File: src/rtl/if_fetch_ctrl_if.sv
// Control bundle between the IF sequencer, the hazard/ID branch logic and the IF datapath.
// The hazard unit and ID drive the inputs; the sequencer drives the datapath enables.
interface if_fetch_ctrl_if;
   logic        hazard_stall;
   logic        branch_taken;
   logic        target_alu;
   logic        annul_delay;
   logic        dp_rst;
   logic        pc_le;
   logic        npc_le;
   logic        ifid_le;
   logic        ifid_clear;
   logic [1:0]  mux_sel;
   logic        fetch_valid;
   logic [15:0] stall_cycles;

   modport master (
      output hazard_stall, branch_taken, target_alu, annul_delay,
      input  dp_rst, pc_le, npc_le, ifid_le, ifid_clear, mux_sel, fetch_valid, stall_cycles
   );

   modport slave (
      input  hazard_stall, branch_taken, target_alu, annul_delay,
      output dp_rst, pc_le, npc_le, ifid_le, ifid_clear, mux_sel, fetch_valid, stall_cycles
   );
endinterface

File: src/rtl/if_fetch_ctrl.sv
// IF stage sequencer: reset hold, imem wait states, load-use stalls and delayed-branch
// redirect with delay-slot annul.
module if_fetch_ctrl #(
   parameter int unsigned RST_HOLD  = 2,
   parameter int unsigned IMEM_WAIT = 0
) (
   input logic           clk,
   input logic           R,
   if_fetch_ctrl_if.slave bus
);

   localparam int unsigned HoldW    = (RST_HOLD > 1) ? $clog2(RST_HOLD) : 1;
   localparam logic [HoldW-1:0] HoldInit = HoldW'(RST_HOLD - 1);
   localparam logic [3:0]       WaitInit = 4'(IMEM_WAIT);

   localparam logic [1:0] StRst   = 2'd0;
   localparam logic [1:0] StHold  = 2'd1;
   localparam logic [1:0] StFetch = 2'd2;
   localparam logic [1:0] StWait  = 2'd3;

   logic [1:0]       state_q, state_d;
   logic [HoldW-1:0] hold_cnt_q, hold_cnt_d;
   logic [3:0]       wait_cnt_q, wait_cnt_d;
   logic             pend_q, pend_d;
   logic             p_alu_q, p_alu_d;
   logic             p_annul_q, p_annul_d;
   logic [15:0]      stall_cnt_q, stall_cnt_d;

   logic stall;
   logic redirect;
   logic sel_alu;
   logic clr;

   assign stall = bus.hazard_stall;

   always_comb begin
      state_d     = state_q;
      hold_cnt_d  = hold_cnt_q;
      wait_cnt_d  = wait_cnt_q;
      pend_d      = pend_q;
      p_alu_d     = p_alu_q;
      p_annul_d   = p_annul_q;
      stall_cnt_d = stall_cnt_q;

      bus.dp_rst      = 1'b0;
      bus.pc_le       = 1'b0;
      bus.npc_le      = 1'b0;
      bus.ifid_le     = 1'b0;
      bus.ifid_clear  = 1'b0;
      bus.mux_sel     = 2'b00;
      bus.fetch_valid = 1'b0;

      redirect = 1'b0;
      sel_alu  = 1'b0;
      clr      = 1'b0;

      case (state_q)
         StRst: begin
            bus.dp_rst     = 1'b1;
            bus.ifid_clear = 1'b1;
            state_d        = StHold;
            hold_cnt_d     = HoldInit;
         end
         StHold: begin
            bus.dp_rst     = 1'b1;
            bus.ifid_clear = 1'b1;
            if (hold_cnt_q == '0) state_d = StFetch;
            else                  hold_cnt_d = hold_cnt_q - HoldW'(1);
         end
         StFetch: begin
            if (!stall) begin
               // A branch captured during a wait state takes precedence over one in ID now.
               redirect        = pend_q | bus.branch_taken;
               sel_alu         = pend_q ? p_alu_q : bus.target_alu;
               clr             = pend_q ? p_annul_q : (bus.branch_taken & bus.annul_delay);
               bus.pc_le       = 1'b1;
               bus.npc_le      = 1'b1;
               bus.ifid_le     = 1'b1;
               bus.ifid_clear  = clr;
               bus.fetch_valid = ~clr;
               if (redirect) bus.mux_sel = sel_alu ? 2'b01 : 2'b10;
               pend_d = 1'b0;
               if (IMEM_WAIT != 0) begin
                  state_d    = StWait;
                  wait_cnt_d = WaitInit;
               end
            end
         end
         StWait: begin
            if (!stall) begin
               bus.ifid_clear = 1'b1;
               if (bus.branch_taken) begin
                  pend_d    = 1'b1;
                  p_alu_d   = bus.target_alu;
                  p_annul_d = bus.annul_delay;
               end
            end
            // The memory wait runs down regardless of a stall.
            wait_cnt_d = wait_cnt_q - 4'd1;
            if (wait_cnt_q == 4'd1) state_d = StFetch;
         end
         default: state_d = StRst;
      endcase

      if ((state_q == StFetch || state_q == StWait) && stall && stall_cnt_q != 16'hFFFF) begin
         stall_cnt_d = stall_cnt_q + 16'd1;
      end
   end

   assign bus.stall_cycles = stall_cnt_q;

   always_ff @(posedge clk or negedge R) begin
      if (!R) begin
         state_q     <= StRst;
         hold_cnt_q  <= '0;
         wait_cnt_q  <= '0;
         pend_q      <= 1'b0;
         p_alu_q     <= 1'b0;
         p_annul_q   <= 1'b0;
         stall_cnt_q <= '0;
      end else begin
         state_q     <= state_d;
         hold_cnt_q  <= hold_cnt_d;
         wait_cnt_q  <= wait_cnt_d;
         pend_q      <= pend_d;
         p_alu_q     <= p_alu_d;
         p_annul_q   <= p_annul_d;
         stall_cnt_q <= stall_cnt_d;
      end
   end

endmodule

File: src/flat_wrapper.sv
// flat-port wrapper written by rule: the top's interface ports become plain ports
module if_fetch_ctrl_flat 
#(
   parameter int unsigned RST_HOLD  = 2,
   parameter int unsigned IMEM_WAIT = 0
)
  (clk, R, bus_hazard_stall, bus_branch_taken, bus_target_alu, bus_annul_delay, bus_dp_rst, bus_pc_le, bus_npc_le, bus_ifid_le, bus_ifid_clear, bus_mux_sel, bus_fetch_valid, bus_stall_cycles);
  if_fetch_ctrl_if bus_i ();
  input logic clk;
  input logic R;
  input wire logic [$bits(bus_i.hazard_stall)-1:0] bus_hazard_stall;
  input wire logic [$bits(bus_i.branch_taken)-1:0] bus_branch_taken;
  input wire logic [$bits(bus_i.target_alu)-1:0] bus_target_alu;
  input wire logic [$bits(bus_i.annul_delay)-1:0] bus_annul_delay;
  output wire logic [$bits(bus_i.dp_rst)-1:0] bus_dp_rst;
  output wire logic [$bits(bus_i.pc_le)-1:0] bus_pc_le;
  output wire logic [$bits(bus_i.npc_le)-1:0] bus_npc_le;
  output wire logic [$bits(bus_i.ifid_le)-1:0] bus_ifid_le;
  output wire logic [$bits(bus_i.ifid_clear)-1:0] bus_ifid_clear;
  output wire logic [$bits(bus_i.mux_sel)-1:0] bus_mux_sel;
  output wire logic [$bits(bus_i.fetch_valid)-1:0] bus_fetch_valid;
  output wire logic [$bits(bus_i.stall_cycles)-1:0] bus_stall_cycles;
  assign bus_i.hazard_stall = bus_hazard_stall;
  assign bus_i.branch_taken = bus_branch_taken;
  assign bus_i.target_alu = bus_target_alu;
  assign bus_i.annul_delay = bus_annul_delay;
  assign bus_dp_rst = bus_i.dp_rst;
  assign bus_pc_le = bus_i.pc_le;
  assign bus_npc_le = bus_i.npc_le;
  assign bus_ifid_le = bus_i.ifid_le;
  assign bus_ifid_clear = bus_i.ifid_clear;
  assign bus_mux_sel = bus_i.mux_sel;
  assign bus_fetch_valid = bus_i.fetch_valid;
  assign bus_stall_cycles = bus_i.stall_cycles;
  if_fetch_ctrl #(.RST_HOLD(RST_HOLD), .IMEM_WAIT(IMEM_WAIT)) u_core (.clk(clk), .R(R), .bus(bus_i));
endmodule
File: config.mk
export PLATFORM = sky130hd
export DESIGN_NAME = if_fetch_ctrl_flat
export DESIGN_NICKNAME = d
export VERILOG_FILES = /design/src/rtl/if_fetch_ctrl_if.sv /design/src/rtl/if_fetch_ctrl.sv /design/src/flat_wrapper.sv
export SDC_FILE = /design/constraint.sdc
export NUM_CORES = 1
export LEC_CHECK = 0
export ABC_AREA = 1
export BUFFER_PORTS_ARGS = -buffer_cell sky130_fd_sc_hd__buf_4
export CAP_MARGIN = 20
export CORE_UTILIZATION = 48
export DETAILED_ROUTE_END_ITERATION = 8
export MAX_ROUTING_LAYER = met4
export PLACE_DENSITY = 0.71
export SLEW_MARGIN = 20
export SYNTH_ARGS = -nofsm -noshare
export SYNTH_HDL_FRONTEND = slang
export SYNTH_SLANG_ARGS = --single-unit
File: constraint.sdc
create_clock -name clk -period 1.6 [get_ports clk]
set_input_delay 0.16 -clock clk [delete_from_list [all_inputs] [get_ports clk]]
set_output_delay 0.16 -clock clk [all_outputs]
set_load 0.005 [all_outputs]
; ---- Word-level counts from Yosys, hierarchy flattened
; Index checks and enable logic that the tools add are counted.
[word_totals]
regBits = 26
latchBits = 0
ramBits = 0
romBits = 0
inputBits = 6
out_inout_bits = 24
elab_cells = 57
memories = 0
[op_classes]
add_sub_neg = 3
n_mul = 0
div = 0
n_lt_le_gt_ge = 0
n_eq_ne = 10
n_shift = 0
muxes = 22
bitwise_logic = 4
n_reduce_logical = 11
[ops]
columns = operator, n
row1 = $add A16 B1 Y16 const B, 1
row2 = $ne A16 B16 Y1 const B, 1
row3 = $mux W1, 12
row4 = $mux W2, 6
row5 = $ne A2 B2 Y1 const B, 4
row6 = $pmux W2 S3, 1
row7 = $reduce_and A3 Y1, 2
row8 = $eq A2 B2 Y1 const B, 2
row9 = $eq A4 B1 Y1 const B, 1
row10 = $pmux W1 S2, 2
row11 = $reduce_and A4 Y1, 1
row12 = $reduce_bool A2 Y1, 2
row13 = $sub A4 B1 Y4 const B, 1
row14 = $pmux W1 S3, 1
row15 = $reduce_bool A3 Y1, 1
row16 = $eq A2 B1 Y1 const B, 1
row17 = $logic_and A1 B1 Y1, 2
row18 = $logic_not A2 Y1, 1
row19 = $ne A2 B1 Y1 const B, 1
row20 = $not A1 Y1, 2
row21 = $reduce_or A2 Y1, 1
row22 = $and A1 B1 Y1, 1
row23 = $logic_or A1 B1 Y1, 1
row24 = $or A1 B1 Y1, 1
row25 = $sub A1 B1 Y1 const B, 1

; ---- Longest topological paths before layout
; Gate-level depths: netlist (run 1).
[depth]
ltp_word = 5
depth_mapped = 10
ltp_nobuf = 9

; ---- Least setup slack after synthesis (run 1)
; Ideal clock, no wire load.
[synth_timing]
path_kind = flip-flop to flip-flop
startpoint = register u_core.stall_cnt_q[0] (netlist: u_core.bus.stall_cycles[0])
endpoint = register u_core.stall_cnt_q[5] (netlist: u_core.bus.stall_cycles[5])
setup_ps = 122
arrival_ps = 1297
setup_slack_ps = 182
path_stages_with_launch = 11
period_less_slack_ps = 1418
cell_sequence = dfrtp_1 ha_1 nand3_1 inv_1 nand2_4 inv_2 nand2_4 nand2_4 buf_6 nand2_1 o21ai_2
[synth_between]
elab_chain_cells = 2
elab_cells_between_ends = 3
[synth_lines]
columns = item, line_no
row1 = start: declaration, if_fetch_ctrl.sv:27  ; logic [15:0] stall_cnt_q, stall_cnt_d;
row2 = start signal: assignment, if_fetch_ctrl.sv:128  ; stall_cnt_q <= stall_cnt_d;
row3 = branches (longest 2 deep; another with $add A16 B1 Y16), --
; Several ways; the timed one is not identified.
; A chain may end at the register's enable or synchronous reset.

; ---- Worst setup path after layout (run 1)
[layout_timing]
startpoint = register u_core.pend_q
endpoint = output port bus_mux_sel[1]
[layout_between]
elab_chain_cells = 5
elab_cells_between_ends = 6
[layout_lines]
columns = item, line_no
row1 = start: declaration, if_fetch_ctrl.sv:24  ; logic pend_q, pend_d;
row2 = start signal: assignment, if_fetch_ctrl.sv:125  ; pend_q <= pend_d;
row3 = $mux W1, if_fetch_ctrl.sv:74  ; sel_alu = pend_q ? p_alu_q : bus.target_alu;
row4 = $mux W2, if_fetch_ctrl.sv:81  ; if (redirect) bus.mux_sel = sel_alu ? 2'b01 : 2'b10;
row5 = $mux W2 *, if_fetch_ctrl.sv:81
row6 = $mux W2 *, if_fetch_ctrl.sv:71  ; if (!stall) begin
row7 = $mux W2 *, if_fetch_ctrl.sv:57  ; case (state_q)
row8 = end: declaration, flat_wrapper.sv:20  ; output wire logic [$bits(bus_i.mux_sel)-1:0] bus_mux_sel;
; Every way passes the cells marked *; elsewhere a longest branch is shown, timed or not.

==> flow_metrics.tcl, run 1 <==
set metrics [dict create \
    synthesis.area_sq_um 1540 \
    setup_violations 0 \
    p_leak_nw 0.987 \
    syn2layout_area_growth_pct 25.1 \
    fp-row-count 20 \
    gp_congestion 0.832 \
    rrSetupSlack_ns 0.12 \
    crit_arrival_ns 1.40 \
    synthTopCellsByArea "dfrtp_1, nand2_1, inv_1" \
    avgViaCountPerCell 4.77 \
    final_cell_area_sq_um 1930 \
    max-slew-margin-rel 0.767 \
    initial_core_util 0.504 \
    cts.sinks 26 \
    p_comb_frac 0.214 \
    synth_top_cell_area_share 0.423 \
    synth-edff-count 0 \
    cts.htree.levels 1 \
    cellPowerDensity_nw_per_um2 832 \
    vias 1374 \
    run_status "complete, no violations" \
    maxCapViolCount 0 \
    ys_seq_area_frac 0.423 \
    fp.dieW_microns 58.6 \
    cts_buffers 3 \
    grt_pass1_wl_microns 5410 \
    clockBufferDepth 2 \
    syn_nets 213 \
    port_buffers 29 \
    synth_top_flop_cell "dfrtp_1" \
    crit_type "reg -> out" \
    placed_area_sq_um 1820 \
    io_pins 30 \
    ys_ff_latch 26 \
    die_y_microns 58.6 \
    intPower_mw 1.15 \
    maxSlewViolCount 0 \
    ant_nets 0 \
    synth.most_common_cell "nand2_1" \
    num-fill-cells 299 \
    core_sq_um 3050 \
    rsz0062_at_grt "true" \
    synthTopCellsByCount "nand2_1, dfrtp_1, inv_1" \
    worstHoldPathType "in -> reg" \
    dp_hpwl_microns 2350 \
    async_flop_share 1.00 \
    fin_nets 254 \
    antennaDiodeCount 0 \
    drive_gt1_frac 0.275 \
    critPathCaptureType "primary output" \
    syn_area_per_cell_sq_um 7.54 \
    drt_wl_total_microns 3260 \
    fin_crit_sh 0.976 \
    grt_pass1_vias 1246 \
    dp_slack_ns 0.117 \
    cp_max_fo 4 \
    critPathRequiredTime_ns 1.44 \
    clkLatencyLatePin_ns 0.33 \
    p_switching_mw 0.449 \
    die-area_sq_um 3440 \
    clk_pin_slew_ns 0.16 \
    crit_path_start_kind "flop" \
    syn_inst 204 \
    fin_skew_ns 0.0154 \
    fin_ws_ns 0.0380 \
    grt_max_degree 27 \
    cts_tree "yes" \
    hold_viol_final 0 \
    first_pass_iters 4 \
    post-route-min-period_ns 1.56 \
    synth_cell_types 24 \
    ir_worst_vdd_mv 0.518 \
    yosys.area.top_type "dfrtp_1" \
    seqPwrFrac 0.501 \
    swShare 0.280 \
    yosys_warnings 0 \
    worst_slew_pin_slew_ns 0.350 \
    grtUsageTotal 0.211 \
    clockRootBuffer "clkbuf_4" \
    routedWlPerCell_microns 11.3 \
    clockPowerShare 0.285 \
    max_freq_ghz 0.640 \
    drt_first_iter_violations 47 \
    gr-total-overflow 0 \
    antenna_found_initial 0 \
    drc_errors 0 \
]
[registers in the layout, summed over array words and instances (netlist names)]
name                     count
u_core.bus.stall_cycles     16
u_core.p_annul_q             1
u_core.state_q               2
u_core.p_alu_q               1
u_core.hold_cnt_q            1
u_core.pend_q                1
u_core.wait_cnt_q            4
[metrics by stage]
stage | setup TNS [ns] | hold slack (ns) | power (mW) | instances | util
2_1_floorplan | 0 | -0.136 | 0.966 | 204 | -
3_3_place_gp | 0 | 0.0907 | 1.13 | 279 | 0.596
3_5_place_dp | 0 | 0.0888 | 1.14 | 279 | 0.596
4_1_cts | 0 | 0.0454 | 1.60 | 285 | 0.620
5_1_grt | -0.00784 | 0.0604 | 1.69 | 288 | 0.631
6_report | 0 | 0.0683 | 1.60 | 288 | 0.631
[kinds of logic (layout without fill, tap and decap cells)]
kind of cell	Yosys count	after routing	share of synthesized area
flops	26	26	0.423
buf+inv	30	70	0.0878
mux	2	2	0.0146
simple gates	120	120	0.354
xor+xnor	6	6	0.0342
compound gates	17	17	0.0626
fa+ha+maj	3	3	0.0244
[final timing paths]
kind,start,endpoint,cells after the start
max in group asynchronous,R,u_core.bus.stall_cycles[15]$_DFFE_PN0P_,2
setup / recovery,u_core.pend_q$_DFFE_PN0P_,bus_mux_sel[1],6
setup reg to reg,u_core.bus.stall_cycles[0]$_DFFE_PN0P_,u_core.bus.stall_cycles[10]$_DFFE_PN0P_,9
min in group asynchronous,R,u_core.p_alu_q$_DFFE_PN0P_,2
hold reg to reg,u_core.wait_cnt_q[1]$_DFFE_PN0P_,u_core.wait_cnt_q[1]$_DFFE_PN0P_,2
hold / removal,bus_target_alu,u_core.p_alu_q$_DFFE_PN0P_,2
[layout make-up]
class | count | area, sq um | area share
inverter | 26 | 97.6 | 0.0507
tap | 44 | 55.1 | 0.0286
clock inverter | 1 | 30.0 | 0.0156
sequential | 26 | 651 | 0.338
clock buffer | 3 | 22.5 | 0.0117
timing repair buffer | 40 | 303 | 0.157
multi-input combinational | 148 | 767 | 0.398
[power by group through the flow]
stage / Combinational [mW] / Sequential [mW] / Clock [mW]
floorplan: 0.160 / 0.807 / 0
global placement: 0.311 / 0.817 / 0
detailed placement: 0.317 / 0.820 / 0
CTS: 0.321 / 0.808 / 0.470
global route: 0.385 / 0.817 / 0.492
finish: 0.343 / 0.803 / 0.456
[cell usage in the layout (no fill, tap or decap), drive strengths merged]
cell / n
nand3: 11
dlygate4sd3: 1
nor3: 1
mux2: 2
dfrtp: 26
bufinv: 1
buf: 39
nor2b: 1
ha: 3
xor2: 3
nand3b: 3
nand4: 5
xnor2: 3
or2: 1
inv: 26
a21oi: 1
nor2: 23
o21ai: 16
clkbuf: 3
nand2: 75
[worst max-delay path, cell delays in order, from the launching register on]
cell and delay, ns:
dfrtp_1 0.42, inv_2 0.06, or2_2 0.28, o21ai_2 0.07, inv_1 0.05, nor2_1 0.08
buf_4 0.11
[layer usage]
| metal | GRT usage | vias up | routed length [microns] |
|---|---|---|---|
| li1 | - | 715 | - |
| met1 | 0.276 | 623 | 1620 |
| met2 | 0.345 | 30 | 1470 |
| met3 | 0.0264 | 6 | 121 |
| met4 | 0.0646 | 0 | 40 |
| met5 | - | - | 0 |
[timing repair]
item | CTS | global route
setup endpoints to repair | 2 | 6
setup buffers | 1 | 3
cloned | 0 | 0
pin swaps | 0 | 1
endpoints found under the hold margin | 26 | 0
gates resized for setup | 1 | 6
hold buffers | 1 | 0
Power figures use the tool's default switching activity.
==> inputs of run 2 (changes only) <==
CORE_UTILIZATION = 54   (was 48)
PLACE_DENSITY = 0.78   (was 0.71)
==> run 2 against run 1 <==
First-iteration DRC count fell by 15%; final cell count fell by 4.9%; fmax rose by 1.7%; critical path depth did not move; sequential share of layout area rose by 0.11 points; largest cell class unchanged; largest power group unchanged; highest routed layer unchanged.
==> flow_metrics.tcl, run 2 (same netlist as run 1, synthesis figures left out) <==
set metrics [dict create \
    crit_path_start_kind "flop" \
    clk_pin_slew_ns 0.15 \
    final_common_cell "nand2_1" \
    cp-endpoint "bus_mux_sel[1]" \
    max_freq_ghz 0.651 \
    final_cell_mix "nand2_1, buf_4, dfrtp_1" \
    die_y_microns 55.4 \
    crit_top_cell "inv_2" \
    cts.htree.levels 1 \
    seqCellArea_sq_um 652 \
    clockRootBuffer "clkbuf_4" \
    ir_worst_vdd_mv 0.804 \
    rrSetupSlack_ns 0.13 \
    initial_core_util 0.594 \
    avgViaCountPerCell 5.26 \
    slowest_stage "dfrtp_1" \
    core_sq_um 2590 \
    fp.dieW_microns 55.4 \
    run_status "complete, no violations" \
    drt_wl_total_microns 3550 \
    num-fill-cells 208 \
    cellPowerDensity_nw_per_um2 838 \
    r2r_end "u_core.bus.stall_cycles[10]$_DFFE_PN0P_" \
    grt_max_degree 27 \
    fin_crit_sh 0.960 \
    ant_nets 0 \
    cts.sinks 26 \
    worst-path-stages 6 \
    fp-row-count 18 \
    critPathCaptureType "primary output" \
    fin_ws_ns 0.0647 \
    cts_buffers 3 \
    drc_errors 0 \
    drive_gt1_frac 0.283 \
    path_buf_inv 3 \
    grt_pass1_wl_microns 5950 \
    antennaDiodeCount 0 \
    multi_input_area_sq_um 781 \
    grt_pass1_vias 1289 \
    cp_slowest_stage_delay_ns 0.41 \
    vias 1442 \
    rsz0062_at_grt "true" \
    hold_viol_final 0 \
    largest_reg_flops 16 \
    fin_skew_ns 0.00424 \
    crit_path_start "u_core.pend_q$_DFFE_PN0P_" \
    syn2layout_area_growth_pct 25.0 \
    dp_hpwl_microns 2540 \
    maxSlewViolCount 0 \
    drt_first_iter_violations 40 \
    totalPowerFinal_mw 1.61 \
    grtUsageTotal 0.250 \
    io_pins 30 \
    hold_depth 2 \
    path_cells "inv_2, or2_4, o21ai_4, inv_2, nor2_1, buf_4" \
    critPathRequiredTime_ns 1.44 \
    die-area_sq_um 3070 \
    crit_arrival_ns 1.38 \
    routedWlPerCell_microns 12.9 \
    gp_congestion 0.848 \
    clkLatencyLatePin_ns 0.32 \
    fin_nets 254 \
    path_delay_family "flip-flops" \
    setup_violations 0 \
    first_pass_iters 4 \
    post-route-min-period_ns 1.54 \
    gr-total-overflow 0 \
    port_buffers 29 \
    clockBufferDepth 2 \
    p_leak_nw 0.993 \
    crit_type "reg -> out" \
    dp_slack_ns 0.0966 \
    max-slew-margin-rel 0.748 \
    maxCapViolCount 0 \
    antenna_found_initial 0 \
    cp_max_fo 4 \
    r2r_cells 9 \
    cts_tree "yes" \
    worstHoldPathType "in -> reg" \
    timing.rr.start "u_core.bus.stall_cycles[1]$_DFFE_PN0P_" \
    worst_slew_pin_slew_ns 0.376 \
]
run 2: power breakdown:
part / switching [mW] / total [mW] / internal [mW]
registers: 0.0936 / 0.806 / 0.713
clock network: 0.201 / 0.454 / 0.253
logic: 0.160 / 0.351 / 0.191
run 2: stage by stage:
stage                     hold WS (ns)  instances   util  cell area [sq um]  TNS [ns]
after global placement          0.0830        264  0.693               1790         0
after detailed placement        0.0894        264  0.693               1790         0
final                           0.0791        274  0.743               1920         0
after CTS                       0.0686        270  0.723               1870         0
after global routing            0.0585        274  0.743               1920   -0.0218
after floorplan                 -0.136        204      -               1540         0
run 2: layout make-up:
class / instances / area share
clock buffer: 3 / 0.0117
clock inverter: 1 / 0.0156
inverter: 26 / 0.0507
multi-input combinational: 148 / 0.406
sequential: 26 / 0.339
tap: 30 / 0.0195
timing repair buffer: 40 / 0.157
run 2: how the worst min path moves through the flow:
| stage | startpoint | endpoint | slack (ns) |
|---|---|---|---|
| 4_1_cts | bus_annul_delay | u_core.p_annul_q$_DFFE_PN0P_ | 0.07 |
| 6_report | bus_annul_delay | u_core.p_annul_q$_DFFE_PN0P_ | 0.08 |
| 5_1_grt | bus_annul_delay | u_core.p_annul_q$_DFFE_PN0P_ | 0.06 |
| 3_5_place_dp | R | u_core.wait_cnt_q[0]$_DFFE_PN0P_ | 0.09 |
| 2_1_floorplan | R | u_core.bus.stall_cycles[0]$_DFFE_PN0P_ | -0.14 |
| 3_3_place_gp | R | u_core.wait_cnt_q[0]$_DFFE_PN0P_ | 0.08 |
run 2: metal layers:
metal,share of wire,track usage
met2,0.48,0.403
met1,0.47,0.327
met5,0,-
met3,0.043,0.0281
met4,0.012,0.0857
run 2: what timing repair did:
| item | CTS | global route |
|---|---|---|
| hold buffers | 1 | 0 |
| buffers inserted | 1 | 4 |
| hold endpoints to repair | 26 | 0 |
| pin swaps | 0 | 1 |
| setup endpoints to repair | 2 | 16 |
| resized for setup | 3 | 10 |
| cloned | 0 | 0 |
==> inputs of run 3 (changes only) <==
ABC_AREA = default   (was 1)
CELL_PAD_IN_SITES_DETAIL_PLACEMENT = 0   (was default)
CELL_PAD_IN_SITES_GLOBAL_PLACEMENT = 1   (was default)
CORE_UTILIZATION = 40   (was 54)
PLACE_DENSITY = default   (was 0.78)
PLACE_DENSITY_LB_ADDON = 0.1   (was default)
==> run 3 against run 2 <==
Sequential share of layout area grew 0.35 points; combinational power up 82%; worst hold slack got worse by 0.010 ns; register-to-register slack got worse by 0.12 ns; power grew 13%; utilization decreased by 13 points; first-iteration DRC count increased by 18%; critical endpoint is now u_core.bus.stall_cycles[4]$_DFFE_PN0P_.
==> flow_metrics.tcl, run 3 <==
set metrics [dict create \
    clkLatencyLatePin_ns 0.32 \
    grt_pass1_wl_microns 4460 \
    post-route-min-period_ns 1.59 \
    yosys_warnings 0 \
    synth_cell_types 33 \
    grt_max_degree 27 \
    worst_slew_pin_slew_ns 0.338 \
    yosys.area.top_type "dfrtp_1" \
    multi_input_area_sq_um 693 \
    wl_met2_microns 1380 \
    path_delay_family "simple AND/OR/NAND/NOR gates" \
    p_comb_frac 0.351 \
    critPathCaptureType "flop" \
    drt_first_iter_violations 47 \
    swShare 0.309 \
    setup_violations 0 \
    synth.most_common_cell "dfrtp_1" \
    gr-total-overflow 0 \
    run_status "complete, no violations" \
    grt_pass1_vias 1048 \
    num-fill-cells 281 \
    initial_core_util 0.426 \
    clockBufferDepth 2 \
    grtUsageTotal 0.175 \
    first_pass_iters 4 \
    worstHoldPathType "in -> reg" \
    cellPowerDensity_nw_per_um2 953 \
    max-slew-margin-rel 0.773 \
    fin_skew_ns 0.00196 \
    crit_arrival_ns 1.80 \
    synth-edff-count 0 \
    p_leak_nw 0.943 \
    cts_tree "yes" \
    synth_top_cell_area_share 0.492 \
    wl_met1_microns 1380 \
    fin_nets 192 \
    clk_pin_slew_ns 0.14 \
    ys_ff_latch 26 \
    final_cell_mix "buf_4, dfrtp_1, xor2_1" \
    path_buf_inv 1 \
    path_cells "ha_2, nand3_4, nor4b_4, buf_6, nor3_1, xor2_1" \
    port_buffers 29 \
    avgViaCountPerCell 4.80 \
    slowest_stage "dfrtp_1" \
    io_pins 30 \
    fin_ws_ns 0.0110 \
    syn_nets 133 \
    top_layer_used "met4" \
    critPathRequiredTime_ns 1.81 \
    clockRootBuffer "clkbuf_4" \
    async_flop_share 1.00 \
    utilization 0.616 \
    fp.dieW_microns 59.5 \
    rsz0062_at_grt "true" \
    fp-row-count 20 \
    met3_length_microns 84 \
    crit_type "reg -> reg" \
    synthesis.area_sq_um 1320 \
    cts_buffers 3 \
    drc_errors 0 \
    synth_top_flop_cell "dfrtp_1" \
    dp_slack_ns -0.0190 \
    antennaDiodeCount 0 \
    synthTopCellsByCount "dfrtp_1, nand2_1, xor2_1" \
    intPower_mw 1.26 \
    core_sq_um 3100 \
    maxSlewViolCount 0 \
    p_switching_mw 0.563 \
    cts.sinks 26 \
    antenna_found_initial 0 \
    ir_worst_vdd_mv 0.740 \
    syn_inst 124 \
    ys_seq_area_frac 0.492 \
    totalPowerFinal_mw 1.82 \
    die_y_microns 59.5 \
    drive_gt1_frac 0.489 \
    final_common_cell "buf_4" \
    synthTopCellsByArea "dfrtp_1, xor2_1, xnor2_1" \
    cts.htree.levels 1 \
    cp_slowest_stage_delay_ns 0.39 \
    syn_area_per_cell_sq_um 10.7 \
    routedWlPerCell_microns 12.7 \
    dp_hpwl_microns 2060 \
    clockPowerShare 0.184 \
    drt_wl_total_microns 2860 \
    gp_congestion 0.865 \
    crit_path_start_kind "flop" \
    hold_ws_ns 0.0691 \
    syn2layout_area_growth_pct 44.6 \
    fin_crit_sh 0.993 \
    max_freq_ghz 0.629 \
    seqCellArea_sq_um 654 \
    cp_max_fo 8 \
    maxCapViolCount 0 \
    ant_nets 0 \
    hold_viol_final 0 \
    die-area_sq_um 3540 \
    largest_reg_flops 16 \
    vias 1084 \
    seqPwrFrac 0.465 \
]
## run 3: cell types whose count changed after synthesis, moves of 5 or more
cell and delta:
nor4_1 +5, nand3_1 -6, xor2_1 +9, nand2_1 -56, nor2_1 -11, o21ai_0 -9, inv_1 -19
## run 3: timing repair
| action | CTS | global route |
|---|---|---|
| pin swaps | 0 | 9 |
| cloned | 0 | 0 |
| setup buffers | 3 | 4 |
| endpoints found under the setup margin | 14 | 19 |
| gates resized for setup | 7 | 16 |
| hold buffers | 1 | 0 |
| hold endpoints to repair | 26 | 0 |
## run 3: final timing paths
kind | start | end | slack, ns | cells after the start
setup / recovery | u_core.bus.stall_cycles[1]$_DFFE_PN0P_ | u_core.bus.stall_cycles[4]$_DFFE_PN0P_ | 0.01 | 6
hold / removal | bus_annul_delay | u_core.p_annul_q$_DFFE_PN0P_ | 0.07 | 2
setup reg to reg | u_core.bus.stall_cycles[1]$_DFFE_PN0P_ | u_core.bus.stall_cycles[4]$_DFFE_PN0P_ | 0.01 | 6
hold reg to reg | u_core.wait_cnt_q[3]$_DFFE_PN0P_ | u_core.wait_cnt_q[3]$_DFFE_PN0P_ | 0.49 | 1
max in group asynchronous | R | u_core.bus.stall_cycles[3]$_DFFE_PN0P_ | 1.07 | 2
min in group asynchronous | R | u_core.p_annul_q$_DFFE_PN0P_ | 0.26 | 2
## run 3: cell families (layout without fill, tap and decap cells)
family,after synthesis,in the layout,synth area share
multiplexers,3,3,0.0256
flip-flops,26,26,0.492
AO/OA/AOI/OAI,8,8,0.0322
buffers and inverters,10,68,0.0388
adder cells (fa/ha/maj),3,3,0.0284
AND/OR/NAND/NOR,56,56,0.263
XOR/XNOR,18,18,0.119
## run 3: layer usage
metal,vias to the layer above,GRT usage
li1,542,-
met1,519,0.237
met2,21,0.265
met3,2,0.0197
met4,0,0.0714
met5,-,-
## run 3: power by group through the flow
stage	clock network, mW	logic (mW)	registers [mW]
3_3_place_gp	0	0.494	0.850
5_1_grt	0.375	0.698	0.855
3_5_place_dp	0	0.505	0.853
2_1_floorplan	0	0.157	0.884
4_1_cts	0.350	0.516	0.844
6_report	0.335	0.639	0.846
## run 3: cell type report
| cell class | instances | share of cell area |
|---|---|---|
| Multi-Input combinational cell | 88 | 0.363 |
| Sequential cell | 26 | 0.343 |
| Inverter | 5 | 0.00982 |
| Timing Repair Buffer | 59 | 0.237 |
| Clock buffer | 4 | 0.0190 |
| Tap cell | 44 | 0.0288 |
## run 3: stage by stage
step	TNS, ns	instances	instance area (sq um)
after floorplan	0	124	1320
after global placement	0	214	1730
after detailed placement	-0.0442	214	1730
after CTS	-0.0104	222	1820
after global routing	-0.286	226	1910
final	0	226	1910
